==> src/rtl/addsub_pkg.sv <==
// Shared types and helpers for the pipelined adder/subtractor.
//   op_e           : operation select (OP_ADD = A+B, OP_SUB = A-B)
//   addsub_flags_t : status flags registered alongside each result
//   sat_limits()   : signed clamp values for a given operand width
package addsub_pkg;

  typedef enum logic {
    OP_ADD = 1'b0,
    OP_SUB = 1'b1
  } op_e;

  typedef struct packed {
    logic cout;
    logic ovf;
    logic zero;
    logic neg;
  } addsub_flags_t;

  // Widest operand the clamp helper supports; callers slice the low bits.
  localparam int unsigned SatMaxWidth = 64;

  typedef struct packed {
    logic [SatMaxWidth-1:0] pos;
    logic [SatMaxWidth-1:0] neg;
  } sat_lim_t;

  // pos = 2^(width-1)-1, neg = 2^(width-1) (i.e. the most negative value).
  function automatic sat_lim_t sat_limits(input int unsigned width);
    sat_lim_t lim;
    lim.neg = SatMaxWidth'(1) << (width - 1);
    lim.pos = lim.neg - SatMaxWidth'(1);
    return lim;
  endfunction

endpackage

==> src/rtl/addsub_stage.sv <==
// One pipeline stage of pipe_addsub: ripples chunk Idx of the operands using the
// carry registered by the previous stage and registers everything for the next.
// The last stage also derives the status flags and, with ADDSUB_SAT_EN defined,
// applies the signed clamp.
//   clk, rst       : clock, synchronous active-high reset
//   hold           : global stall, keeps all registers unchanged
//   up_*           : contents handed over by the previous stage (or the input)
//   dn_*           : this stage's registered contents
//   dn_flags       : registered flags (meaningful only in the last stage)
module addsub_stage
  import addsub_pkg::*;
#(
  parameter int unsigned Width = 16,
  parameter int unsigned Cw    = 4,
  parameter int unsigned Idx   = 0,
  parameter bit          Last  = 1'b0,
  parameter int unsigned TagW  = 4
) (
  input  logic             clk,
  input  logic             rst,
  input  logic             hold,
  input  logic             up_valid,
  input  logic [Width-1:0] up_a,
  input  logic [Width-1:0] up_b,
  input  logic [Width-1:0] up_res,
  input  logic             up_carry,
  input  logic [TagW-1:0]  up_tag,
  input  logic             up_sat,
  output logic             dn_valid,
  output logic [Width-1:0] dn_a,
  output logic [Width-1:0] dn_b,
  output logic [Width-1:0] dn_res,
  output logic             dn_carry,
  output logic [TagW-1:0]  dn_tag,
  output logic             dn_sat,
  output addsub_flags_t    dn_flags
);

  logic [Cw:0]      c;
  logic [Cw-1:0]    sum;
  logic [Width-1:0] res_d;
  logic             ovf;
  addsub_flags_t    flags_d;

  assign c[0] = up_carry;

  for (genvar i = 0; i < Cw; i++) begin : g_fa
    full_adder u_fa (
      .a    (up_a[Idx*Cw+i]),
      .b    (up_b[Idx*Cw+i]),
      .cin  (c[i]),
      .s    (sum[i]),
      .cout (c[i+1])
    );
  end

  // Carry into the chunk MSB vs carry out of it; only meaningful in the last stage.
  assign ovf = c[Cw] ^ c[Cw-1];

`ifdef ADDSUB_SAT_EN
  localparam sat_lim_t SatLim = sat_limits(Width);
`endif

  always_comb begin
    res_d                = up_res;
    res_d[Idx*Cw +: Cw]  = sum;
    flags_d              = '0;
    if (Last) begin
`ifdef ADDSUB_SAT_EN
      // Operand A's sign tells overflow direction (both effective operands agree).
      if (up_sat && ovf) begin
        res_d = up_a[Width-1] ? SatLim.neg[Width-1:0] : SatLim.pos[Width-1:0];
      end
`endif
      flags_d.cout = c[Cw];
      flags_d.ovf  = ovf;
      flags_d.zero = (res_d == '0);
      flags_d.neg  = res_d[Width-1];
    end
  end

  always_ff @(posedge clk) begin
    if (rst) begin
      dn_valid <= 1'b0;
      dn_a     <= '0;
      dn_b     <= '0;
      dn_res   <= '0;
      dn_carry <= 1'b0;
      dn_tag   <= '0;
      dn_sat   <= 1'b0;
      dn_flags <= '0;
    end else if (!hold) begin
      dn_valid <= up_valid;
      dn_a     <= up_a;
      dn_b     <= up_b;
      dn_res   <= res_d;
      dn_carry <= c[Cw];
      dn_tag   <= up_tag;
      dn_sat   <= up_sat;
      dn_flags <= flags_d;
    end
  end

endmodule

==> src/rtl/full_adder.sv <==
// Single-bit full adder cell.
//   a, b, cin : addends and carry in
//   s, cout   : sum and carry out
module full_adder (
  input  logic a,
  input  logic b,
  input  logic cin,
  output logic s,
  output logic cout
);

  assign s    = a ^ b ^ cin;
  assign cout = (a & b) | (cin & (a ^ b));

endmodule

==> src/rtl/pipe_addsub.sv <==
// Pipelined two's-complement adder/subtractor with valid/ready handshakes.
// The operands are split into STAGES chunks of WIDTH/STAGES bits; each stage
// ripples one chunk, so an accepted operation appears STAGES edges later.
// Optional saturation is enabled by defining the macro ADDSUB_SAT_EN, which adds
// the in_sat port and the clamp in the final stage.
//   clk, rst              : clock, synchronous active-high reset
//   in_valid/in_ready     : operation handshake (in_ready = !stall)
//   in_a, in_b, in_op     : operands and op (0 = ADD, 1 = SUB)
//   in_tag                : opaque tag returned with the result
//   in_sat                : saturation request (ADDSUB_SAT_EN only)
//   out_valid/out_ready   : result handshake
//   out_res, out_tag      : result and its tag
//   out_cout/ovf/zero/neg : status flags of the result
module pipe_addsub
  import addsub_pkg::*;
#(
  parameter int unsigned WIDTH  = 16,
  parameter int unsigned STAGES = 4,
  parameter int unsigned TAG_W  = 4
) (
  input  logic             clk,
  input  logic             rst,
  input  logic             in_valid,
  output logic             in_ready,
  input  logic [WIDTH-1:0] in_a,
  input  logic [WIDTH-1:0] in_b,
  input  logic             in_op,
  input  logic [TAG_W-1:0] in_tag,
`ifdef ADDSUB_SAT_EN
  input  logic             in_sat,
`endif
  output logic             out_valid,
  input  logic             out_ready,
  output logic [WIDTH-1:0] out_res,
  output logic [TAG_W-1:0] out_tag,
  output logic             out_cout,
  output logic             out_ovf,
  output logic             out_zero,
  output logic             out_neg
);

  localparam int unsigned CW = WIDTH / STAGES;

  // Index k is the input of stage k; index STAGES is the output register.
  logic [STAGES:0]            v_q;
  logic [STAGES:0][WIDTH-1:0] a_q;
  logic [STAGES:0][WIDTH-1:0] b_q;
  logic [STAGES:0][WIDTH-1:0] r_q;
  logic [STAGES:0]            c_q;
  logic [STAGES:0][TAG_W-1:0] t_q;
  logic [STAGES:0]            s_q;
  addsub_flags_t              fl_q [STAGES];

  op_e  op;
  logic stall;

  assign op       = op_e'(in_op);
  assign stall    = out_valid && !out_ready;
  assign in_ready = !stall;

  // SUB is A + ~B + 1: invert B up front and use op as the stage-0 carry in.
  assign v_q[0] = in_valid && in_ready;
  assign a_q[0] = in_a;
  assign b_q[0] = (op == OP_SUB) ? ~in_b : in_b;
  assign r_q[0] = '0;
  assign c_q[0] = (op == OP_SUB);
  assign t_q[0] = in_tag;
`ifdef ADDSUB_SAT_EN
  assign s_q[0] = in_sat;
`else
  assign s_q[0] = 1'b0;
`endif

  for (genvar k = 0; k < STAGES; k++) begin : g_stage
    addsub_stage #(
      .Width (WIDTH),
      .Cw    (CW),
      .Idx   (k),
      .Last  (k == STAGES - 1),
      .TagW  (TAG_W)
    ) u_stage (
      .clk      (clk),
      .rst      (rst),
      .hold     (stall),
      .up_valid (v_q[k]),
      .up_a     (a_q[k]),
      .up_b     (b_q[k]),
      .up_res   (r_q[k]),
      .up_carry (c_q[k]),
      .up_tag   (t_q[k]),
      .up_sat   (s_q[k]),
      .dn_valid (v_q[k+1]),
      .dn_a     (a_q[k+1]),
      .dn_b     (b_q[k+1]),
      .dn_res   (r_q[k+1]),
      .dn_carry (c_q[k+1]),
      .dn_tag   (t_q[k+1]),
      .dn_sat   (s_q[k+1]),
      .dn_flags (fl_q[k])
    );
  end

  assign out_valid = v_q[STAGES];
  assign out_res   = r_q[STAGES];
  assign out_tag   = t_q[STAGES];
  assign out_cout  = fl_q[STAGES-1].cout;
  assign out_ovf   = fl_q[STAGES-1].ovf;
  assign out_zero  = fl_q[STAGES-1].zero;
  assign out_neg   = fl_q[STAGES-1].neg;

  // Operands, carry and sat leaving the last stage have no consumer.
  logic unused_tail;
  assign unused_tail = ^{a_q[STAGES], b_q[STAGES], c_q[STAGES], s_q[STAGES]};

endmodule

==> config.mk <==
export PLATFORM = sky130hd
export DESIGN_NAME = pipe_addsub
export DESIGN_NICKNAME = d
export VERILOG_FILES = /design/src/rtl/addsub_pkg.sv /design/src/rtl/addsub_stage.sv /design/src/rtl/full_adder.sv /design/src/rtl/pipe_addsub.sv
export SDC_FILE = /design/constraint.sdc
export NUM_CORES = 1
export LEC_CHECK = 0
export BUFFER_PORTS_ARGS = -buffer_cell sky130_fd_sc_hd__buf_2
export CAP_MARGIN = 15
export CORE_MARGIN = 1.5
export CORE_UTILIZATION = 50
export CTS_BUF_LIST = sky130_fd_sc_hd__clkbuf_4
export CTS_CLUSTER_SIZE = 30
export DETAILED_ROUTE_END_ITERATION = 10
export GPL_TIMING_DRIVEN = 0
export PLACE_DENSITY = 0.77
export SYNTH_ARGS = -nofsm -noshare
export SYNTH_HDL_FRONTEND = slang
export SYNTH_SLANG_ARGS = --single-unit
export TNS_END_PERCENT = 100
==> constraint.sdc <==
create_clock -name clk -period 3.6 [get_ports clk]
set_clock_uncertainty 0.2 [all_clocks]
set_input_delay 0.36 -clock clk [delete_from_list [all_inputs] [get_ports clk]]
set_output_delay 0.36 -clock clk [all_outputs]
set_load 0.05 [all_outputs]
**After elaboration in Yosys (flattened, before gate mapping)**

Index checks and enable logic that the tools add are counted.

- Memory bits (read-only): 0
- Flip-flop bits (word level): 163
- Word-level logic and storage cells: 113
- Latch bits: 0
- Memories kept: 0
- Input port bits: 41
- Output and inout bits: 26
- Bits in writable memories: 0

- Eq/ne operators: 0
- Reduce and logical (&&, ||, !) cells: 5
- $add $sub $neg: 0
- Bitwise gates (word level): 82
- Div/mod/pow operators: 0
- Shift-type cells: 0
- Order comparisons: 0
- $mul: 0
- Mux-type cells: 1

Operator list:

| cell | number |
|---|---|
| $xor A1 B1 Y1 | 33 |
| $and A1 B1 Y1 | 32 |
| $logic_not A16 Y1 | 1 |
| $mux W16 | 1 |
| $not A16 Y16 | 1 |
| $or A1 B1 Y1 | 16 |
| $logic_and A1 B1 Y1 | 2 |
| $logic_not A1 Y1 | 2 |

**Longest topological paths before layout**

- Depth in word-level cells: 11
- Gate-level depth with buffers: 10
- Mapped depth without buffers: 10

**Cells and area by module**

From an unflattened synthesis, not the netlist that was laid out.

- Cells, all modules: 777
- Area, all modules: 8665.8 µm²

Modules (own cells, without submodules):

| module | cells each | sequential area each (µm²) | instances | area an instance (µm²) |
|---|---|---|---|---|
| addsub_stage (g_stage[0].u_stage ...) | 182 | 1101.1 | 3 | 2028.2 |
| addsub_stage (g_stage[3].u_stage) | 193 | 1141.1 | 1 | 2069.5 |
| full_adder | 1 | 0.0 | 16 | 20.0 |
| pipe_addsub | 22 | 0.0 | 1 | 191.4 |

**Worst setup path before layout**

No wires, ideal clock.

- Path type: input port to flip-flop
- Start point: input port in_op
- End point: register g_stage[0].u_stage.dn_res[3]
- Required time: 3.268 ns
- Arrival: 2.164 ns
- Path slack: 1.104 ns
- Path buffers: 2
- Setup time: 0.132 ns
- Stages on the path: 9
- Cell sequence: buf_4 > buf_4 > xnor2_1 > fa_1 > fa_1 > inv_1 > fa_1 > nand2_1 > a21oi_1

- Cells in the longest elaborated chain, start to end: 9
- Elaborated cells between the ends (all ways): 15
- Classes of those cells: mux (1); bitwise (14)

RTL lines:

| element | RTL line | text |
|---|---|---|
| start: declaration | pipe_addsub.sv:27 | `input logic in_op,` |
| $mux W16 | pipe_addsub.sv:64 | `assign b_q[0] = (op == OP_SUB) ? ~in_b : in_b;` |
| $xor A1 B1 Y1 | full_adder.sv:13 | `assign cout = (a & b) \| (cin & (a ^ b));` |
| $and A1 B1 Y1 | full_adder.sv:13 |  |
| $or A1 B1 Y1 | full_adder.sv:13 |  |
| $and A1 B1 Y1 | full_adder.sv:13 |  |
| $or A1 B1 Y1 | full_adder.sv:13 |  |
| $and A1 B1 Y1 | full_adder.sv:13 |  |
| $or A1 B1 Y1 | full_adder.sv:13 |  |
| $xor A1 B1 Y1 (*) | full_adder.sv:12 | `assign s = a ^ b ^ cin;` |
| via g_stage[0].u_stage.g_fa[3].u_fa.s | full_adder.sv:8 | `output logic s,` |
| end signal: assignment | addsub_stage.sv:96 | `dn_res <= res_d;` |
| end: declaration | addsub_stage.sv:32 | `output logic [Width-1:0] dn_res,` |

Mark *: on every way through the listed nets, which the timed path passes. The rest lies on a longest branch.
A chain may end at the register's enable or synchronous reset.

**Final worst setup path**

- Start point: register g_stage[2].u_stage.dn_carry
- End point: register g_stage[3].u_stage.dn_flags[1] (netlist bit)

- Cells in the longest elaborated chain, start to end: 8
- Elaborated cells between the ends (all ways): 11
- Classes of those cells: bitwise (10); reduce/logical (1)

RTL lines:

| element | RTL line | text |
|---|---|---|
| start: declaration | addsub_stage.sv:33 | `output logic dn_carry,` |
| start signal: assignment | addsub_stage.sv:97 | `dn_carry <= c[Cw];` |
| $and A1 B1 Y1 | full_adder.sv:13 |  |
| $or A1 B1 Y1 | full_adder.sv:13 |  |
| $and A1 B1 Y1 | full_adder.sv:13 |  |
| $or A1 B1 Y1 | full_adder.sv:13 |  |
| $and A1 B1 Y1 | full_adder.sv:13 |  |
| $or A1 B1 Y1 | full_adder.sv:13 |  |
| $xor A1 B1 Y1 | full_adder.sv:12 |  |
| $logic_not A16 Y1 (*) | addsub_stage.sv:77 | `flags_d.zero = (res_d == '0);` |
| end signal: assignment | addsub_stage.sv:100 | `dn_flags <= flags_d;` |
| end: declaration | addsub_stage.sv:36 | `output addsub_flags_t dn_flags` |

Mark *: on every way between the ends. The rest lies on a longest branch, timed or not.

==> impl_metrics.toml <==
[finish]
multiInputGateArea_sq_um = 1990
final_core_util_pct = 64.6
drive_gt1_share_pct = 20.9
final_cell_mix = "177 x nand2_1, 114 x dfxtp_1, 88 x a21oi_1, 76 x buf_2, 28 x dlygate4sd3_1"
nets = 703
finish.instance_area_sq_um = 5720
register_area_sq_um = 2280
fin_cells = 769
fillers = 760
area_growth_pct = 23.5
mostFrequentLayoutCell = "nand2_1"

[setup_path]
slowest_stage = "fa_1"
cp_common_cell = "fa_1"
critPathMaxStageDelay_ps = 480
crit_path_max_fanout = 2
rrSetupSlack_ps = 990
crit_type = "reg -> reg"
arrival_ps = 2780
cp-end-kind = "flop"
cp.required_ps = 3770
reg2reg_from = "g_stage[2].u_stage.dn_carry"
cp_top_family = "adder cells"
cp_num_buf_inv = 3
crit_chain = "inv_1, fa_1, inv_1, fa_1, fa_1, inv_1, fa_1, nand4_1, o21ai_0"
start_kind = "flop"
crit_start = "g_stage[2].u_stage.dn_carry"

[floorplan]
rows = 34
start_util_pct = 52.3
dieWidth_um = 99.2
boundaryPins = 67
die_h_um = 99.2
coreArea_sq_um = 8850
dieArea_sq_um = 9850

[drt]
via_count = 3841
drtIter0Drc = 215
drc = 0
wl_per_cell_um = 13.8
drt-pass1-iter-count = 4
postRouteAntennaNets = 0
viasPerCell = 4.99
drt-total-wl_mm = 10.6

[timing]
fin_crit_sh_pct = 72.4
hold_slack_ps = 37.0
rsz0062_at_grt = "false"
worstMarginPinSlew_ps = 815
hold_violations = 0
setup_viol = 0
min_period_ps = 2610
relSlewSlack_pct = 45.6
slew_viol_final = 0
setup_tns_ps = 0
fmax_ghz = 0.384

[grt]
antenna_found_initial = 0
grt_use_total_pct = 22.6
grt.overflow.total = 0
grt_max_degree = 17
grt_first_pass_wirelength_mm = 17.3
grt_pass1_vias = 3735

[place]
dp.final_hpwl_mm = 7.63
dpl_cell_area_sq_um = 5080
io_buffers = 64
gp_congestion = 0.831
dpl.cell_count = 708

[clock_network]
cts_tree = "yes"
htree_levels = 4
cts_resized = 0
clk_latency_ps = 490
clock_path_buffers = 2
cts.clk_slew.worst_paths_ps = 90
root_buffer = "clkbuf_4"
cts.sinks = 114
numCtsBuffers = 17

[status]
status = "finished clean"

[synth]
netlist_area_sq_um = 4630
synth-seq-cells = 114
synth-edff-count = 0
synth_fp_nets = 592
synthCells = 536
synthArstFlopShare_pct = 0
yosysWarnings = 0
synthFlopType = "dfxtp_1"
synth_cell_types = 24
avgSynthCellArea_sq_um = 8.64
ys_seq_area_share_pct = 49.3

[power_and_ir_drop]
ir_drop_mv = 0.213
power_leakage_nw = 2.38
cellPowerDensity_nw_per_um2 = 497

[min_path]
min_path_type = "in -> reg"
hp-start = "in_b[5]"

[run]
maxCapViolCount = 0
sequential cells by signal, summed over array words and instances, names as in the netlist:
name,count
g_stage.u_stage.dn_b,24
g_stage.u_stage.dn_carry,3
g_stage.u_stage.dn_tag,16
g_stage.u_stage.dn_a,24
g_stage.u_stage.dn_flags,4
g_stage.u_stage.dn_valid,4
g_stage.u_stage.dn_res,39
cells by family after synthesis:
logic type	share of synthesized area, %
mux	0.216
simple gates	17.6
compound gates	15.5
xor+xnor	3.22
flops	49.3
fa+ha+maj	6.49
buf+inv	7.68
per-stage QoR:
stage	setup slack [ps]	total power, mW
floorplan	1100	1.60
global placement	959	1.68
detailed placement	925	1.69
CTS	985	2.84
global route	897	2.95
finish	993	2.84
area by class of cell:
cell class	count	area share, %
flip-flops and latches	114	39.9
inverters	25	1.68
plain buffers	41	4.53
clock inverters	14	3.78
multi-input cells	356	34.8
well taps	108	2.36
repair buffers	92	10.5
diodes	1	0.0438
clock buffers	18	2.36
cells in the mapped netlist (3+ instances only):
cell type	count	area, sq um
a211oi_1	6	45.0
a211oi_2	18	225
a21oi_1	88	440
buf_1	5	18.8
buf_2	12	60.1
buf_4	7	52.6
buf_6	7	78.8
clkbuf_1	9	33.8
dfxtp_1	114	2280
fa_1	15	300
inv_1	24	90.1
nand2_1	177	664
nor2_1	26	97.6
nor4_1	3	18.8
xnor2_1	14	123
xor2_1	3	26.3
metal layers:
layer	track usage [%]	up-vias	share of wire (%)
met4	9.10	0	2.2
met5	0	-	0
met1	28.5	1763	45
met3	5.69	22	5.4
met2	37.2	116	47
li1	-	1940	-
power by group:
group / internal (mW) / switching, mW
sequential: 1.34 / 0.0453
combinational: 0.133 / 0.178
clock: 0.685 / 0.462
final timing paths:
kind | end | cells after the start
setup / recovery | g_stage[3].u_stage.dn_flags[1] | 9
hold / removal | g_stage[0].u_stage.dn_b[5] | 3
hold reg to reg | g_stage[3].u_stage.dn_res[9] | 2
setup reg to reg | g_stage[3].u_stage.dn_flags[1] | 9
tightest hold or removal path, stage by stage:
cell,delay [ps]
buf_2,80
xnor2_1,160
a211oi_2,80
timing repair:
item,CTS,global route
setup buffers,0,0
hold buffers,28,0
hold endpoints to repair,28,0
Note: power is estimated with default switching activity, not from simulation.
